`src/rtl/pipe_pkg.sv`:
```
// Shared definitions for the pipeline stall/flush controller: stall vectors,
// sequencer state encodings and the multi-cycle aluop codes.
package pipe_pkg;

    // Stall vector bit order: {wb, mem, ex, id, if, pc}
    localparam logic [5:0] STALL_NONE = 6'b000000;
    localparam logic [5:0] STALL_ID   = 6'b000111;
    localparam logic [5:0] STALL_EX   = 6'b001111;

    typedef enum logic [1:0] {
        ST_IDLE  = 2'd0,
        ST_START = 2'd1,
        ST_WAIT  = 2'd2,
        ST_DONE  = 2'd3
    } state_e;

    localparam logic [7:0] OP_MULT  = 8'h18;
    localparam logic [7:0] OP_MULTU = 8'h19;
    localparam logic [7:0] OP_DIV   = 8'h1A;
    localparam logic [7:0] OP_DIVU  = 8'h1B;

    // Stall applied whenever the sequencer is not holding EX.
    function automatic logic [5:0] idle_stall(input logic id_req);
        return id_req ? STALL_ID : STALL_NONE;
    endfunction

    function automatic logic is_mc_op(input logic [7:0] op);
        return (op == OP_MULT) || (op == OP_MULTU) || (op == OP_DIV) || (op == OP_DIVU);
    endfunction

endpackage

```
`src/rtl/pipe_ctrl_sat_counter.sv`:
```
// Saturating up-counter with enable and synchronous clear.
module sat_counter #(
    parameter int W = 32
) (
    input  logic         clk,
    input  logic         clr,
    input  logic         inc,
    output logic [W-1:0] count
);

    always_ff @(posedge clk) begin
        if (clr) begin
            count <= '0;
        end else if (inc && (count != {W{1'b1}})) begin
            count <= count + W'(1);
        end
    end

endmodule

```
`src/rtl/pipe_ctrl.sv`:
```
// Pipeline stall/flush controller: merges the ID load-use stall with the
// sequencer for the iterative div/mul unit and counts stalled cycles.
module pipe_ctrl
    import pipe_pkg::*;
#(
    parameter int TIMEOUT = 64,
    parameter int CNT_W   = 32
) (
    input  logic             clk,
    input  logic             rst,
    input  logic             stallreq_id_i,
    input  logic             mc_req_i,
    input  logic [7:0]       mc_op_i,
    input  logic             mc_done_i,
    input  logic [63:0]      mc_result_i,
    input  logic             flush_i,
    output logic [5:0]       stall_o,
    output logic             flush_o,
    output logic             mc_start_o,
    output logic [7:0]       mc_op_o,
    output logic             mc_cancel_o,
    output logic             mc_ready_o,
    output logic [63:0]      mc_result_o,
    output logic             mc_err_o,
    output logic [CNT_W-1:0] stall_cnt_o,
    output logic [1:0]       state_dbg
);

    localparam logic [7:0] WAIT_LAST = 8'(TIMEOUT - 1);

    state_e     state;
    logic [7:0] wait_cnt;

    assign state_dbg = state;

    // Handshake with the iterative unit: mc_start_o is a single-cycle pulse
    // carrying mc_op_o; the unit answers with a single-cycle mc_done_i, which is
    // honoured only in WAIT. mc_cancel_o aborts an op in flight. Towards EX,
    // mc_ready_o is a single-cycle valid for mc_result_o/mc_err_o and EX is
    // released in that same cycle, so no ready/back-pressure is needed.
    always_comb begin
        stall_o = STALL_NONE;
        if (!rst && !flush_i) begin
            case (state)
                ST_IDLE:  stall_o = mc_req_i ? STALL_EX : idle_stall(stallreq_id_i);
                ST_START: stall_o = STALL_EX;
                ST_WAIT:  stall_o = STALL_EX;
                ST_DONE:  stall_o = idle_stall(stallreq_id_i);
                default:  stall_o = STALL_NONE;
            endcase
        end
    end

    always_ff @(posedge clk) begin
        if (rst) begin
            state       <= ST_IDLE;
            wait_cnt    <= '0;
            flush_o     <= 1'b0;
            mc_start_o  <= 1'b0;
            mc_cancel_o <= 1'b0;
            mc_ready_o  <= 1'b0;
            mc_err_o    <= 1'b0;
            mc_result_o <= '0;
            mc_op_o     <= '0;
        end else begin
            flush_o     <= flush_i;
            mc_start_o  <= 1'b0;
            mc_cancel_o <= 1'b0;
            mc_ready_o  <= 1'b0;
            if (flush_i) begin
                // Only an op the unit is still working on needs an abort.
                if (state == ST_START || state == ST_WAIT) begin
                    mc_cancel_o <= 1'b1;
                end
                state <= ST_IDLE;
            end else begin
                case (state)
                    ST_IDLE: begin
                        if (mc_req_i) begin
                            mc_op_o    <= mc_op_i;
                            mc_start_o <= 1'b1;
                            state      <= ST_START;
                        end
                    end
                    ST_START: begin
                        wait_cnt <= '0;
                        state    <= ST_WAIT;
                    end
                    ST_WAIT: begin
                        wait_cnt <= wait_cnt + 8'd1;
                        if (mc_done_i) begin
                            mc_result_o <= mc_result_i;
                            mc_err_o    <= 1'b0;
                            mc_ready_o  <= 1'b1;
                            state       <= ST_DONE;
                        end else if (wait_cnt == WAIT_LAST) begin
                            mc_result_o <= '0;
                            mc_err_o    <= 1'b1;
                            mc_ready_o  <= 1'b1;
                            state       <= ST_DONE;
                        end
                    end
                    ST_DONE: begin
                        // mc_req_i here still belongs to the finishing instruction.
                        state <= ST_IDLE;
                    end
                    default: state <= ST_IDLE;
                endcase
            end
        end
    end

    sat_counter #(
        .W(CNT_W)
    ) u_stall_cnt (
        .clk  (clk),
        .clr  (rst),
        .inc  (stall_o != STALL_NONE),
        .count(stall_cnt_o)
    );

endmodule

```
`config.mk`:
```
export PLATFORM = sky130hd
export DESIGN_NAME = pipe_ctrl
export DESIGN_NICKNAME = d
export VERILOG_FILES = /design/src/rtl/pipe_pkg.sv /design/src/rtl/pipe_ctrl_sat_counter.sv /design/src/rtl/pipe_ctrl.sv
export SDC_FILE = /design/constraint.sdc
export NUM_CORES = 1
export LEC_CHECK = 0
export BUFFER_PORTS_ARGS = -buffer_cell sky130_fd_sc_hd__buf_2
export CORE_MARGIN = 2
export CORE_UTILIZATION = 53
export CTS_BUF_LIST = sky130_fd_sc_hd__clkbuf_4 sky130_fd_sc_hd__clkbuf_8
export CTS_CLUSTER_SIZE = 16
export DETAILED_ROUTE_END_ITERATION = 8
export GPL_TIMING_DRIVEN = 0
export PLACE_DENSITY = 0.84
export SLEW_MARGIN = 20
export SYNTH_ARGS = -nofsm -noshare
export SYNTH_HDL_FRONTEND = slang
export SYNTH_HIERARCHICAL = 1
export SYNTH_SLANG_ARGS = --single-unit
```
`constraint.sdc`:
```
create_clock -name clk -period 6.47 [get_ports clk]
set_input_delay 0.647 -clock clk [delete_from_list [all_inputs] [get_ports clk]]
set_output_delay 0.647 -clock clk [all_outputs]
set_load 0.05 [all_outputs]
```
==> summary.txt, run 1 <==
Initial DRC count: 154
Gr ovfl total: 0
Switching Power: 382 uW
Synthesis-stage register bit count: 119
N_diodes: 0
# fillers: 638
IO Port Bufs: 191
FF-to-FF End: u_stall_cnt/count[31]
CP startpoint: state_dbg[1]
Clk buf depth: 2
Vias in the first global route: 4214
Worst EP arrival: 3.85 ns
Worst slew pin tran: 0.650 ns
Via Count: 4496
Leakage power: 2.86 nW
Seq/Total Area, Yosys: 50.8%
Number of buffers created by CTS: 17
TritonCTS clock tree: built
Maximum vdd drop: 0.185 mV
DRC viols: 0
CP startpoint kind: flop
Worst path most repeated cell: nand4_1
Post-synth EDFFs: 0
Share of cells above drive strength 1: 36.5%
Fin crit share: 54.9%
Synthesized cell area: 4690 sq um
Footprint of the multi-input gates: 2120 sq um
Site row count: 34
Average wire per standard cell: 15.6 microns
Final GP Congestion: 0.891
Final Skew: 0.0174 ns
Fmax: 0.281 GHz
Combinational Power Share: 7.2%
Post-DRT Antenna Nets: 0
Post-synth top flop: dfxtp_1
Power per cell area: 247 nW/um^2
Setup violators final: 0
Post-CTS Resized: 0
Most common cell after layout, fill and taps aside: buf_2
Worst path bufs/invs: 1
Hold Path Sink: mc_result_o[37]
Async S/R FF share, synth: 0%
Crit path cell chain: inv_1, ha_1, mux2i_1, a21boi_0, nand4_1, nor4_2, nand4_1, nor4_1, mux2_2
DIE AREA: 9620 sq um
Yosys warns: 6
Worst R2R Setup Slack: 2.92 ns
Fin crit period: 3.55 ns
Slew HR: 56.3%
Initial Utilization: 54.3%
I/O pin cnt: 195
Final Hold Vio Count: 0
First-pass GRT wire length: 20200 microns
Slowest cell delay on critical path: 0.64 ns
Worst-path fanout max: 10
Register area: 2380 sq um
Dpl cell area: 5790 sq um
Reg clk slew, reported paths: 0.08 ns
CP top delay family: simple AND/OR/NAND/NOR gates
Synth unique cells: 50
Total number of H-tree levels: 4
Via density: 5.61
Int Power: 1.15 mW
Slowest CP cell: nor4_2
Worst hold path type: input pin to flop
Post CTS Setup Buffer Count: 0
Tot GR Track Use: 25.6%
Max cap viols: 0
Reg2Reg Depth: 9
Launch point of the worst reg-to-reg path: state_dbg[1]
Hpwl dp: 9280 microns
Slew Limit Fails: 0
Die width: 98.1 microns
Sequential power share: 48.7%
Most frequent cells in the layout: 202 x buf_2, 119 x dfxtp_1, 55 x a22o_1
Clk_lat worst skew: 0.40 ns
Routed WL: 12500 microns
CTS sink count: 119
Nets: 764
Post-Synthesis Cells: 469
Clock group share of total power: 44.1%
Crit end category: flop
RSZ-0062 raised after global routing: false
Antenna violations before repair: 0
Die Ht: 98.1 microns
Final TNS setup: 0 ns
Placeable core area: 8640 sq um
Status: complete, no violations
Sw Ratio: 25.0%
DR pass1 iterations: 4
Required time worst endpoint: 6.77 ns
Syn Area/Cell: 10.0 sq um
Hold path depth: 2
Hold path start: mc_result_i[37]
Hold Buf Count CTS: 0
Final Cell Area: 6190 sq um
Root Buffer: clkbuf_8
Largest net degree at the start of global routing: 17
Worst Path Class, Setup: flop to flop
Area grow syn2layout: 32.0%
==> cells in the mapped netlist (2+ instances only) <==
library cell    n  share of area, %
nand4_1        14               1.9
ha_1            6               1.6
o31ai_1        12               1.9
mux2i_1        12               2.6
a2111oi_0       2              0.37
clkbuf_1       12              0.96
or4_1          12               1.9
xnor2_1         7               1.3
nor3b_1         2              0.32
dfxtp_1       119                51
nand2_1        15               1.2
nand3_1        23               2.5
or3_1          10               1.3
nor2_1         32               2.6
o21ai_0        18               1.9
buf_4           9               1.4
nor4_1          4              0.53
buf_2          11               1.2
a21o_1          3              0.48
and4_1          4              0.75
inv_1           6              0.48
nor3_1          4              0.43
xor2_1          7               1.3
a22o_1         55                10
and3_1          7              0.93
a21boi_0        2              0.32
and2_1          2              0.27
nor2b_1         4              0.53
a21oi_1        34               3.6
==> kinds of logic after synthesis <==
family | count (synthesis) | share of synthesized area, %
simple gates | 142 | 16.9
other cells | 1 | 0.0799
compound gates | 134 | 20.9
xor+xnor | 14 | 2.61
flops | 119 | 50.8
buf+inv | 39 | 4.13
fa+ha+maj | 6 | 1.60
mux | 14 | 3.04
==> final cells by class <==
cell class / count / share of cell area [%]
Buffer: 33 / 2.77
Clock buffer: 19 / 4.22
Clock inverter: 13 / 2.32
Inverter: 6 / 0.364
Multi-Input combinational cell: 312 / 34.2
Sequential cell: 119 / 38.5
Tap cell: 108 / 2.18
Timing Repair Buffer: 191 / 15.4
==> sequential cells by signal, indices dropped and copies added (netlist names) <==
| name | cells |
|---|---|
| mc_op_o | 8 |
| u_stall_cnt/count | 32 |
| mc_err_o | 1 |
| state_dbg | 2 |
| mc_ready_o | 1 |
| mc_result_o | 64 |
| wait_cnt | 8 |
| mc_cancel_o | 1 |
| mc_start_o | 1 |
| flush_o | 1 |
==> metrics by stage <==
stage	cells	utilization [%]	setup slack, ns	power (mW)	hold WS, ns
4_1_cts	801	71.7	2.95	1.54	0.434
2_1_floorplan	470	-	2.96	0.828	0.472
6_report	801	71.7	2.92	1.53	0.460
3_3_place_gp	769	67.0	2.95	0.867	0.451
5_1_grt	801	71.7	2.60	1.59	0.426
3_5_place_dp	769	67.0	2.82	0.870	0.450
==> routing by layer <==
layer  global-route usage, %  up-vias  share of wire [%]
met5                       0        -                  0
met4                    7.48        0                1.0
met3                    7.09       12                7.3
met2                    43.3      194                 49
met1                    32.0     2119                 43
li1                        -     2171                  -
==> how the worst max path moves through the flow <==
stage | to | slack, ns | depth (start not counted)
after global placement | u_stall_cnt/count[31] | 2.95 | 8
after CTS | u_stall_cnt/count[31] | 2.95 | 9
after floorplan | stall_o[1] | 2.96 | 5
after detailed placement | u_stall_cnt/count[31] | 2.82 | 8
after global routing | u_stall_cnt/count[31] | 2.60 | 9
final | u_stall_cnt/count[31] | 2.92 | 9
==> worst reg2reg max path, stage by stage, from the launching register on <==
cell      delay, ns
dfxtp_1        0.40
inv_1          0.09
ha_1           0.34
mux2i_1        0.12
a21boi_0       0.54
nand4_1        0.48
nor4_2         0.64
nand4_1        0.16
nor4_1         0.30
mux2_2         0.37
==> power by group through the flow <==
stage               clock (mW)  combinational, mW  sequential [mW]
finish                   0.673              0.110            0.743
global route             0.726              0.119            0.744
CTS                      0.690              0.111            0.743
detailed placement           0              0.110            0.760
global placement             0              0.107            0.760
floorplan                    0             0.0457            0.782
Note: power is estimated with default switching activity, not from simulation.
==> inputs of run 2 (changes only) <==
- CORE_UTILIZATION: 53 -> 50
- PLACE_DENSITY: 0.84 -> 0.8
- clock period: 6.47 -> 3.6 ns (I/O delays scaled with it)
==> summary.txt, run 2 (same netlist as run 1, synthesis figures left out) <==
Status: complete, no violations
CTS sink count: 119
Gr ovfl total: 0
Worst-path fanout max: 10
Most frequent cells in the layout: 202 x buf_2, 119 x dfxtp_1, 55 x a22o_1
Maximum vdd drop: 0.242 mV
I/O pin cnt: 195
Hpwl dp: 9260 microns
Initial Utilization: 51.3%
Die width: 101 microns
Worst hold slack: 0.149 ns
Fin crit share: 90.7%
DIE AREA: 10200 sq um
Antenna violations before repair: 0
TritonCTS clock tree: built
Worst Path Class, Setup: flop to flop
Slew Limit Fails: 0
Top reg by flops: mc_result_o
Final TNS setup: 0 ns
Placed insts: 772
Final Skew: 0.0160 ns
Clk buf depth: 2
Placeable core area: 9150 sq um
Final Cell Area: 6210 sq um
Worst slack at placement: 0.0485 ns
Largest registers: mc_result_o: 64 flops, u_stall_cnt/count: 32 flops
Site row count: 35
Share of cells above drive strength 1: 36.5%
Root Buffer: clkbuf_8
Clk_lat worst skew: 0.42 ns
Via Count: 4401
Via density: 5.47
Average wire per standard cell: 15.6 microns
Finished Layout Cells: 804
Fin crit period: 3.27 ns
Overall power: 2.79 mW
Slew HR: 57.9%
Initial DRC count: 114
Largest net degree at the start of global routing: 17
Worst EP arrival: 3.57 ns
Final Hold Vio Count: 0
First-pass GRT wire length: 19500 microns
Max cap viols: 0
RSZ-0062 raised after global routing: false
DRC viols: 0
Dpl cell area: 5790 sq um
DR pass1 iterations: 4
Number of flip-flops under the largest register name: 64
Final GP Congestion: 0.933
Area grow syn2layout: 32.5%
Setup violators final: 0
Post-DRT Antenna Nets: 0
Most common cell after layout, fill and taps aside: buf_2
Hold path start: mc_result_i[53]
Leakage power: 2.88 nW
IO Port Bufs: 191
Power per cell area: 448 nW/um^2
Worst slew pin tran: 0.627 ns
Die Ht: 101 microns
Worst R2R Setup Slack: 0.33 ns
Crit end category: flop
Launch point of the worst reg-to-reg path: state_dbg[1]
Worst hold path type: input pin to flop
CP startpoint: state_dbg[1]
Fmax: 0.306 GHz
Tot GR Track Use: 24.0%
Vias in the first global route: 4122
Final setup margin: 0.334 ns
Number of buffers created by CTS: 17
N_diodes: 0
Post-layout util: 67.9%
Reg clk slew, reported paths: 0.08 ns
CP startpoint kind: flop
Total number of H-tree levels: 4
Required time worst endpoint: 3.90 ns
# fillers: 719
Routed WL: 12500 microns
Nets: 764
==> run 2: cell count changes in the layout (fill, tap and decap cells not counted) <==
| cell | change |
|---|---|
| inv_6 | +1 |
| clkinv_2 | -1 |
| nor4_2 | -1 |
| clkbuf_8 | +1 |
| nor4_4 | +1 |
| a21boi_1 | +1 |
| clkinvlp_4 | -1 |
| a21boi_0 | -1 |
==> run 2: per-layer routing <==
layer	track usage [%]	up-vias	part of all wire, %	wire, microns
met5	0	-	0	0
met4	11.2	0	1.7	207
met3	5.41	16	7.0	876
met2	40.6	165	48	6060
met1	28.9	2040	43	5370
li1	-	2180	-	-
==> run 2: path summary, 6_finish.rpt <==
kind                            depth (start not counted)               endpoint
worst max-delay path                                    9  u_stall_cnt/count[31]
worst min-delay path                                    2        mc_result_o[53]
worst max register to register                          9  u_stall_cnt/count[31]
worst min register to register                          1        mc_result_o[12]
==> run 2: worst max-delay path, stage by stage (launching register included) <==
cell      delay [ns]
dfxtp_1         0.40
inv_1           0.08
ha_1            0.35
mux2i_1         0.14
a21boi_1        0.38
nand4_1         0.46
nor4_4          0.52
nand4_1         0.14
nor4_1          0.31
mux2_2          0.37
==> run 2: repair_timing <==
item | in CTS | in global routing
gates resized for setup | 0 | 2
hold buffers | 0 | 0
buffers inserted | 0 | 0
setup endpoints to repair | 0 | 6
==> run 2: power breakdown <==
group          total (mW)  internal (mW)  switching (mW)
registers            1.34           1.33         0.00788
logic               0.198         0.0704           0.127
clock network        1.25          0.682           0.570
total                2.79           2.08           0.705
==> run 2: layout make-up <==
class / instances / area (sq um) / area share (%)
plain buffers: 33 / 171 / 2.76
multi-input cells: 312 / 2130 / 34.2
repair buffers: 191 / 956 / 15.4
well taps: 111 / 139 / 2.23
inverters: 6 / 22.5 / 0.362
flip-flops and latches: 119 / 2380 / 38.3
clock buffers: 20 / 275 / 4.43
clock inverters: 12 / 140 / 2.25
